===== config.mk =====
export PLATFORM = sky130hd
export DESIGN_NAME = k_alu_result_capture
export DESIGN_NICKNAME = d
export VERILOG_FILES = /design/src/rtl/k_alu_result_capture.sv
export SDC_FILE = /design/constraint.sdc
export NUM_CORES = 1
export LEC_CHECK = 0
export CAP_MARGIN = 20
export CORE_MARGIN = 2
export CORE_UTILIZATION = 50
export CTS_CLUSTER_SIZE = 20
export DETAILED_ROUTE_END_ITERATION = 8
export PLACE_DENSITY_LB_ADDON = 0.1
export SYNTH_ARGS = -nofsm -noshare
export SYNTH_HDL_FRONTEND = slang
export SYNTH_SLANG_ARGS = --single-unit

===== constraint.sdc =====
create_clock -name clk -period 6.9 [get_ports clk]
set_input_delay 1.38 -clock clk [delete_from_list [all_inputs] [get_ports clk]]
set_output_delay 1.38 -clock clk [all_outputs]
set_load 0.01 [all_outputs]

===== src/rtl/k_alu_result_capture.sv =====
// K_ALU result capture: valid/ready sink, FWFT FIFO and running statistics.
// Statistics cover every accepted result since reset or clear.
module k_alu_result_capture #(
    parameter int DATA_W = 32,
    parameter int DEPTH  = 8,
    parameter int CNT_W  = 16,
    localparam int AW    = $clog2(DEPTH),
    localparam int LW    = AW + 1,
    localparam int SW    = DATA_W + CNT_W
) (
    input  logic              clk,
    input  logic              rst_n,
    input  logic              clear,
    input  logic              res_valid,
    output logic              res_ready,
    input  logic [DATA_W-1:0] res_data,
    output logic              out_valid,
    input  logic              out_ready,
    output logic [DATA_W-1:0] out_data,
    output logic [LW-1:0]     level,
    output logic [CNT_W-1:0]  stat_count,
    output logic [SW-1:0]     stat_sum,
    output logic [DATA_W-1:0] stat_min,
    output logic [DATA_W-1:0] stat_max,
    output logic              drop
);

    logic [DATA_W-1:0] mem [DEPTH];
    logic [AW-1:0]     wptr;
    logic [AW-1:0]     rptr;
    logic              push;
    logic              pop;

    assign res_ready = (level != LW'(DEPTH));
    assign out_valid = (level != '0);
    assign out_data  = out_valid ? mem[rptr] : '0;
    assign push      = res_valid && res_ready;
    assign pop       = out_valid && out_ready;

    // Storage is not reset; out_data is masked while the FIFO is empty.
    always_ff @(posedge clk) begin
        if (push && !clear)
            mem[wptr] <= res_data;
    end

    always_ff @(posedge clk or negedge rst_n) begin
        if (!rst_n) begin
            wptr  <= '0;
            rptr  <= '0;
            level <= '0;
            drop  <= 1'b0;
        end else if (clear) begin
            wptr  <= '0;
            rptr  <= '0;
            level <= '0;
            drop  <= 1'b0;
        end else begin
            drop <= res_valid && !res_ready;
            if (push)
                wptr <= wptr + 1'b1;
            if (pop)
                rptr <= rptr + 1'b1;
            if (push && !pop)
                level <= level + 1'b1;
            else if (pop && !push)
                level <= level - 1'b1;
        end
    end

    always_ff @(posedge clk or negedge rst_n) begin
        if (!rst_n) begin
            stat_count <= '0;
            stat_sum   <= '0;
            stat_min   <= '1;
            stat_max   <= '0;
        end else if (clear) begin
            stat_count <= '0;
            stat_sum   <= '0;
            stat_min   <= '1;
            stat_max   <= '0;
        end else if (push) begin
            if (stat_count != '1)
                stat_count <= stat_count + 1'b1;
            stat_sum <= stat_sum + {{CNT_W{1'b0}}, res_data};
            if (res_data < stat_min)
                stat_min <= res_data;
            if (res_data > stat_max)
                stat_max <= res_data;
        end
    end

endmodule


# ---- Word level (Yosys, flattened, before mapping)
# Memory sizes are Yosys's and may differ from the RTL's.
# Index checks and enable logic that the tools add are counted.
dict set report totals {
  ff_bits 139
  mem_bits_rw 256
  in_bits 37
  out_inout_bits 167
  word_cells 61
  memories 1
}
dict set report op_classes {
  n_addsub 6
  magnitude_cmp 2
  n_eq_ne 2
  mux 22
  reduce_logical 20
}
# memory words width read_ports rd_ports_with_merged_regs wr line
set memory_table {}
lappend memory_table {mem 8 32 1 0 1 28} ;# logic [DATA_W-1:0] mem [DEPTH];
# cell n
set ops {}
lappend ops {{32-bit two-way mux} 7}
lappend ops {{48-bit two-way mux} 2}
lappend ops {{48-bit by 32-bit adder with 48-bit output} 1}
lappend ops {{16-bit two-way mux} 3}
lappend ops {{32-bit > comparator} 1}
lappend ops {{32-bit less-than comparator} 1}
lappend ops {{16-bit by 1-bit adder with 16-bit output (second input constant)} 1}
lappend ops {{16-bit inequality test (second input constant)} 1}
lappend ops {{3-bit two-way mux} 4}
lappend ops {{4-bit two-way mux} 3}
lappend ops {{2-bit nonzero test} 5}
lappend ops {{3-bit by 1-bit adder with 3-bit output (second input constant)} 2}
lappend ops {{1-bit logical AND} 6}
lappend ops {{2-bit AND reduction} 3}
lappend ops {{4-bit by 1-bit adder with 4-bit output (second input constant)} 1}
lappend ops {{1-bit logical NOT} 4}
lappend ops {{4-bit inequality test (second input constant)} 1}
lappend ops {{4-bit nonzero test} 1}
lappend ops {{4-bit by 1-bit subtractor with 4-bit output (second input constant)} 1}
lappend ops {{1-bit two-way mux} 3}
lappend ops {{3-bit nonzero test} 1}

# ---- Longest topological paths before layout
# Gate-level depths: netlist (run 1).
dict set report logic_depth {
  word_depth 7
  depth_mapped 12
}

# ---- Worst setup path after synthesis (run 1)
# Ideal clock, no wire load.
dict set report synth_path {
  path_kind {input port to flip-flop}
  from {in res_valid}
  to {mem mem[2][0], enable pin}
  t_arrival_ps 5379
  t_required_ps 6387
  setup_slack_ps 1008
  stages 5
  path_buffers 2
  cell_sequence {and2_1 -> buf_2 -> buf_2 -> nand2_1 -> nor4b_1}
}
dict set report synth_between {
  elab_chain_cells 4
}
# item line
set synth_rtl {}
lappend synth_rtl {{start: declaration} 14} ;# input logic res_valid,
lappend synth_rtl {{1-bit logical AND} 37} ;# assign push = res_valid && res_ready;
lappend synth_rtl {{1-bit logical AND} 42} ;# if (push && !clear)
lappend synth_rtl {{1-bit two-way mux} 42}
lappend synth_rtl {{1-bit two-way mux (not written as such)} 43} ;# mem[wptr] <= res_data;
lappend synth_rtl {{end: declaration} 28}
# No other way between the ends.

# ---- Worst setup path in the final report (run 1)
dict set report layout_path {
  from {reg rptr[0]}
  to {out out_data[11]}
}
dict set report layout_between {
  elab_chain_cells 2
}
# item line
set layout_rtl {}
lappend layout_rtl {{start: declaration} 30} ;# logic [AW-1:0] rptr;
lappend layout_rtl {{start signal: assignment} 62} ;# rptr <= rptr + 1'b1;
lappend layout_rtl {{memory 8 x 32 bit} -}
lappend layout_rtl {{32-bit two-way mux} 36} ;# assign out_data = out_valid ? mem[rptr] : '0;
lappend layout_rtl {{end: declaration} 19} ;# output logic [DATA_W-1:0] out_data,
# No other way between the ends.

==> impl_metrics.toml, run 1 <==
[placed_design]
port-buffer-count = 203
routabilityCongestion = 0.897
hpwl_mm = 31.5

[timing]
tightest_slew_ns = 0.990
hold_violations = 0
clock_skew_ns = 0.0198
rsz0062_at_grt = "false"
timing.final.crit_period_ns = 4.79
setup_violations = 0
slew_viol_final = 0
slew_headroom_pct = 34.0
post-route-period-util_pct = 69.4
fin_tns_setup_ns = 0
holdWs_ns = 0.500
clock.fmax_mhz = 209

[logic_synthesis]
synth.distinct_cells = 71
synth_area_leaders = "edfxtp_1, dfrtp_1, mux4_2"
ys.flop_type = "edfxtp_1"
ys_seq_area_share_pct = 58.7
synth.most_common_cell = "edfxtp_1"
netlist_area_um2 = 19100
synth-edff-count = 256
synth_common_cells = "edfxtp_1, nor2_1, a21oi_1, dfrtp_1, nand2_1"
avgSynthCellArea_um2 = 13.0
synth-warning-count = 0
syn_nets = 1609
synthCells = 1470
synth-seq-cells = 395
synth_top_area_cell = "edfxtp_1"
netlist.area_leader.share_pct = 40.3
async_flop_share_pct = 35.2

[power]
ir_drop_mv = 0.241
p_per_area_nw_per_um2 = 324
p_leak_uw = 0.00877

[floorplan]
row_count = 71
coreArea_um2 = 37600
dieWidth_um = 199
dieArea_um2 = 39700
die_h_um = 199
ioPinCount = 204
start_util_pct = 50.8

[clock_tree]
cts-root-buf = "clkbuf_16"
cts_buffer_depth = 3
cts_buffers = 42
numClockSinks = 395
cts_resized = 0
cts_tree = "done"
htreeDepth = 2
cts_hold_buffers = 0
clk_pin_slew_ns = 0.06
cts_setup_buffers = 0
clk-insertion-delay-late_ns = 0.56

[global_routing]
grt_use_total_pct = 24.7
grt_pass1_vias = 12810
overflow = 0
grt_pass1_wl_mm = 73.9
grt_start_max_net_pins = 79
antenna_found_initial = 0

[drt]
antenna_left = 0
num_vias = 12627
avgRoutedWirePerCell_um = 21.8
first_pass_iters = 5
wl_mm = 48.3
dr.first_iter.drc_count = 971
vias_per_cell = 5.69
drc = 0

[critical_path]
crit_chain = "buf_4, mux4_2, mux2i_1, nor2_1, clkdlybuf4s50_1"
critPathArrivalTime_ns = 3.41
path_max_fanout = 49
critical_path_class = "flip-flop to output pin"
slowest_delay_ns = 1.07
worst_ep_required_time_ns = 5.52
slowest_stage = "dfrtp_4"
endpoint_kind = "output pin"
start_kind = "flip-flop"

[cells_and_area]
diodes = 0
drive_above_1_share_pct = 12.7
areaGrowthSynthToFinish_pct = 21.2
nets = 1820
utilization_pct = 61.5

[job]
maxCapViolations = 0

[worst_hold_path]
hold_path_class = "flip-flop to flip-flop"

[run_status]
status = "completed"
## critical path, delay by kind of cell, from the launching register on
kind                   cells  cell delay [ns]
flip-flops                 1             1.07
buffers and inverters      2             0.99
multiplexers               2             0.72
AND/OR/NAND/NOR            1             0.05
## layout make-up
type | instances | area (um^2)
Clock buffer | 49 | 1080
Tap cell | 511 | 639
Inverter | 74 | 278
Clock inverter | 24 | 267
Sequential cell | 395 | 11200
Timing Repair Buffer | 231 | 2270
Multi-Input combinational cell | 937 | 7370
Fill cell | 2984 | 14500
## metal layers
layer	up-vias	routed length, um	track usage, %
li1	5866	-	-
met1	6334	20100	32.6
met4	0	1500	8.12
met2	353	23900	41.9
met5	-	0	0
met3	74	2770	4.29
## registers in the layout, indices dropped and copies added (netlist names)
register    flops
drop            1
level           4
mem           256
rptr            3
stat_count     16
stat_max       32
stat_min       32
stat_sum       48
wptr            3
## power breakdown
part / total [uW] / switching, uW / internal [uW]
Clock: 2230 / 920 / 1310
Combinational: 2270 / 1140 / 1130
Sequential: 2980 / 252 / 2730
## stage by stage
step	power (uW)	instances	worst slack, ns	instance area [um^2]
floorplan	4340	1470	1.01	19100
global placement	5290	2146	1.37	21700
detailed placement	5320	2147	1.65	21800
CTS	7560	2220	1.97	23100
global route	7850	2221	1.80	23100
finish	7480	2221	2.11	23100
## final timing paths
| path | startpoint | endpoint | slack, ns | cells past startpoint |
|---|---|---|---|---|
| worst max-delay path | rptr[0] | out_data[11] | 2.11 | 5 |
| worst min-delay path | stat_min[0] | stat_min[0] | 0.50 | 2 |
| min in group asynchronous | rst_n | stat_sum[26] | 0.84 | 1 |
| max in group asynchronous | rst_n | stat_max[11] | 4.72 | 2 |
| worst max register to register | stat_min[21] | stat_min[29] | 3.33 | 11 |
| worst min register to register | stat_min[0] | stat_min[0] | 0.50 | 2 |
## cell usage in the layout (no fill, tap or decap), types with 7 or more instances in the layout
cell             synthesis  routed
nand4_1                 28      28
nand3_1                 31      31
clkbuf_1                33       7
a21oi_1                112     112
dfstp_2                 32      32
clkinv_1                 0       9
buf_4                    3      26
and3_1                   7       7
nand2_1                102     102
a21o_1                  31      31
edfxtp_1               256     256
nor2b_1                 16      16
nor2_1                 137     136
mux2i_1                 67      67
mux2_1                  10      10
dfrtp_1                107     104
o21ai_0                 74      74
clkbuf_16                0      42
inv_1                   74      74
xnor2_1                 24      24
ha_1                   100     100
nor3_1                  14      11
clkdlybuf4s50_1          0     201
xor2_1                  27      27
mux4_2                  64      64
## cells by family (layout without fill, tap and decap cells)
kind of cell,count (synthesis),count (layout),share of synthesized area [%]
compound gates,271,271,8.54
xor+xnor,51,51,2.34
fa+ha+maj,102,102,6.77
buf+inv,138,378,2.94
flops,395,395,58.7
mux,141,141,11.7
simple gates,372,372,9.01
Power figures use the tool's default switching activity.
==> run 2, diff against run 1 <==
- clock period: 6.9 -> 3.85 ns (I/O delays scaled with it)
==> impl_metrics.toml, run 2 (synthesized netlist as in run 1, its figures left out) <==
[timing]
fin_tns_setup_ns = 0
clock_skew_ns = 0.00854
rsz0062_at_grt = "false"
slew_viol_final = 0
tightest_slew_ns = 0.933
post-route-period-util_pct = 94.7
slew_headroom_pct = 37.8
timing.final.crit_period_ns = 3.65
setup_ws_ns = 0.204
setup_violations = 0
clock.fmax_mhz = 274
hold_violations = 0

[critical_path]
endpoint_kind = "output pin"
worst_ep_required_time_ns = 3.08
critical_path_class = "flip-flop to output pin"
critPathArrivalTime_ns = 2.88
start_kind = "flip-flop"
path_max_fanout = 16

[run_status]
status = "completed"

[cells_and_area]
largest_register_ffs = 256
drive_above_1_share_pct = 15.5
areaGrowthSynthToFinish_pct = 24.6
regMostFlops = "mem"
final_common_cell = "edfxtp_1"
diodes = 0
final_cell_mix = "edfxtp_1, clkdlybuf4s50_1, nor2_1"
stdcell_count = 2277
reg_top3 = "mem (256), stat_sum (48)"
nets = 1874
fill_cells = 2908

[drt]
wl_mm = 48.9
vias_per_cell = 5.65
dr.first_iter.drc_count = 934
drc = 0
num_vias = 12868
antenna_left = 0
avgRoutedWirePerCell_um = 21.5
first_pass_iters = 5

[placed_design]
hpwl_mm = 32.9
dp_cells = 2204
port-buffer-count = 203
dp_slack_ns = 0.0105
routabilityCongestion = 0.843

[clock_tree]
clk_pin_slew_ns = 0.06
cts_setup_buffers = 0
cts-root-buf = "clkbuf_16"
cts_resized = 0
clk-insertion-delay-late_ns = 0.53
cts_tree = "done"
cts_buffer_depth = 3
numClockSinks = 395
htreeDepth = 2
cts_buffers = 40
cts_hold_buffers = 0

[floorplan]
die_h_um = 199
coreArea_um2 = 37600
dieArea_um2 = 39700
row_count = 71
dieWidth_um = 199
ioPinCount = 204
start_util_pct = 50.8

[global_routing]
grt_use_met3_pct = 5.55
grt_pass1_vias = 12862
grt_start_max_net_pins = 85
grt_busiest_layer = "met2"
grt_pass1_wl_mm = 74.7
gr-usage-met2_pct = 41.7
overflow = 0
grtUsageMet1_pct = 33.6
grt_use_total_pct = 25.0
antenna_found_initial = 0

[power]
p_leak_uw = 0.00909
ir_drop_mv = 0.284
p_total_uw = 13600
p_per_area_nw_per_um2 = 571

[job]
maxCapViolations = 0

[worst_hold_path]
hold_path_class = "input pin to async pin"
[run 2: changes by cell type in the layout (fill, tap and decap cells not counted), moves of 4 or more]
cell,change
clkbuf_1,+8
clkinv_2,-4
buf_4,+42
clkbuf_8,+7
buf_12,+15
clkinv_1,-7
[run 2: through the flow]
step | util, % | cell area, um^2 | hold slack (ns)
floorplan | - | 19100 | 0.474
global placement | 59.7 | 22400 | 0.505
detailed placement | 59.7 | 22400 | 0.511
CTS | 63.3 | 23800 | 0.227
global route | 63.3 | 23800 | 0.248
finish | 63.3 | 23800 | 0.205
[run 2: critical path: stages (launching register included)]
cell and delay [ns]:
dfrtp_4 0.57, buf_4 0.37, mux4_2 0.54, mux2i_1 0.28
nor2_1 0.08, clkdlybuf4s50_1 0.49
[run 2: worst paths after layout]
kind / to / startpoint / slack [ns] / depth (start not counted)
worst min register to register: stat_min[24] / stat_min[24] / 0.51 / 2
min in group clk: stat_min[24] / stat_min[24] / 0.51 / 2
worst max-delay path: out_data[5] / rptr[0] / 0.20 / 5
max in group asynchronous: stat_min[20] / rst_n / 2.86 / 2
worst max register to register: level[3] / level[1] / 0.85 / 12
worst min-delay path: stat_max[29] / rst_n / 0.20 / 1
[run 2: final cells by class]
class	count	area [um^2]	area share, %
Sequential cell	395	11200	47.2
Clock buffer	62	1150	4.85
Clock inverter	11	193	0.811
Inverter	74	278	1.17
Multi-Input combinational cell	937	7420	31.2
Timing Repair Buffer	287	2870	12.1
Tap cell	511	639	2.69
[run 2: report_power, final]
| part | internal, uW | switching [uW] | total, uW |
|---|---|---|---|
| Combinational | 2180 | 2220 | 4400 |
| Sequential | 4890 | 292 | 5180 |
| Clock | 2400 | 1590 | 3990 |
[run 2: per-layer routing]
layer | vias to the layer above | routed length [um]
met5 | - | 0
met4 | 0 | 892
li1 | 5982 | -
met1 | 6498 | 20700
met3 | 61 | 3240
met2 | 327 | 24000
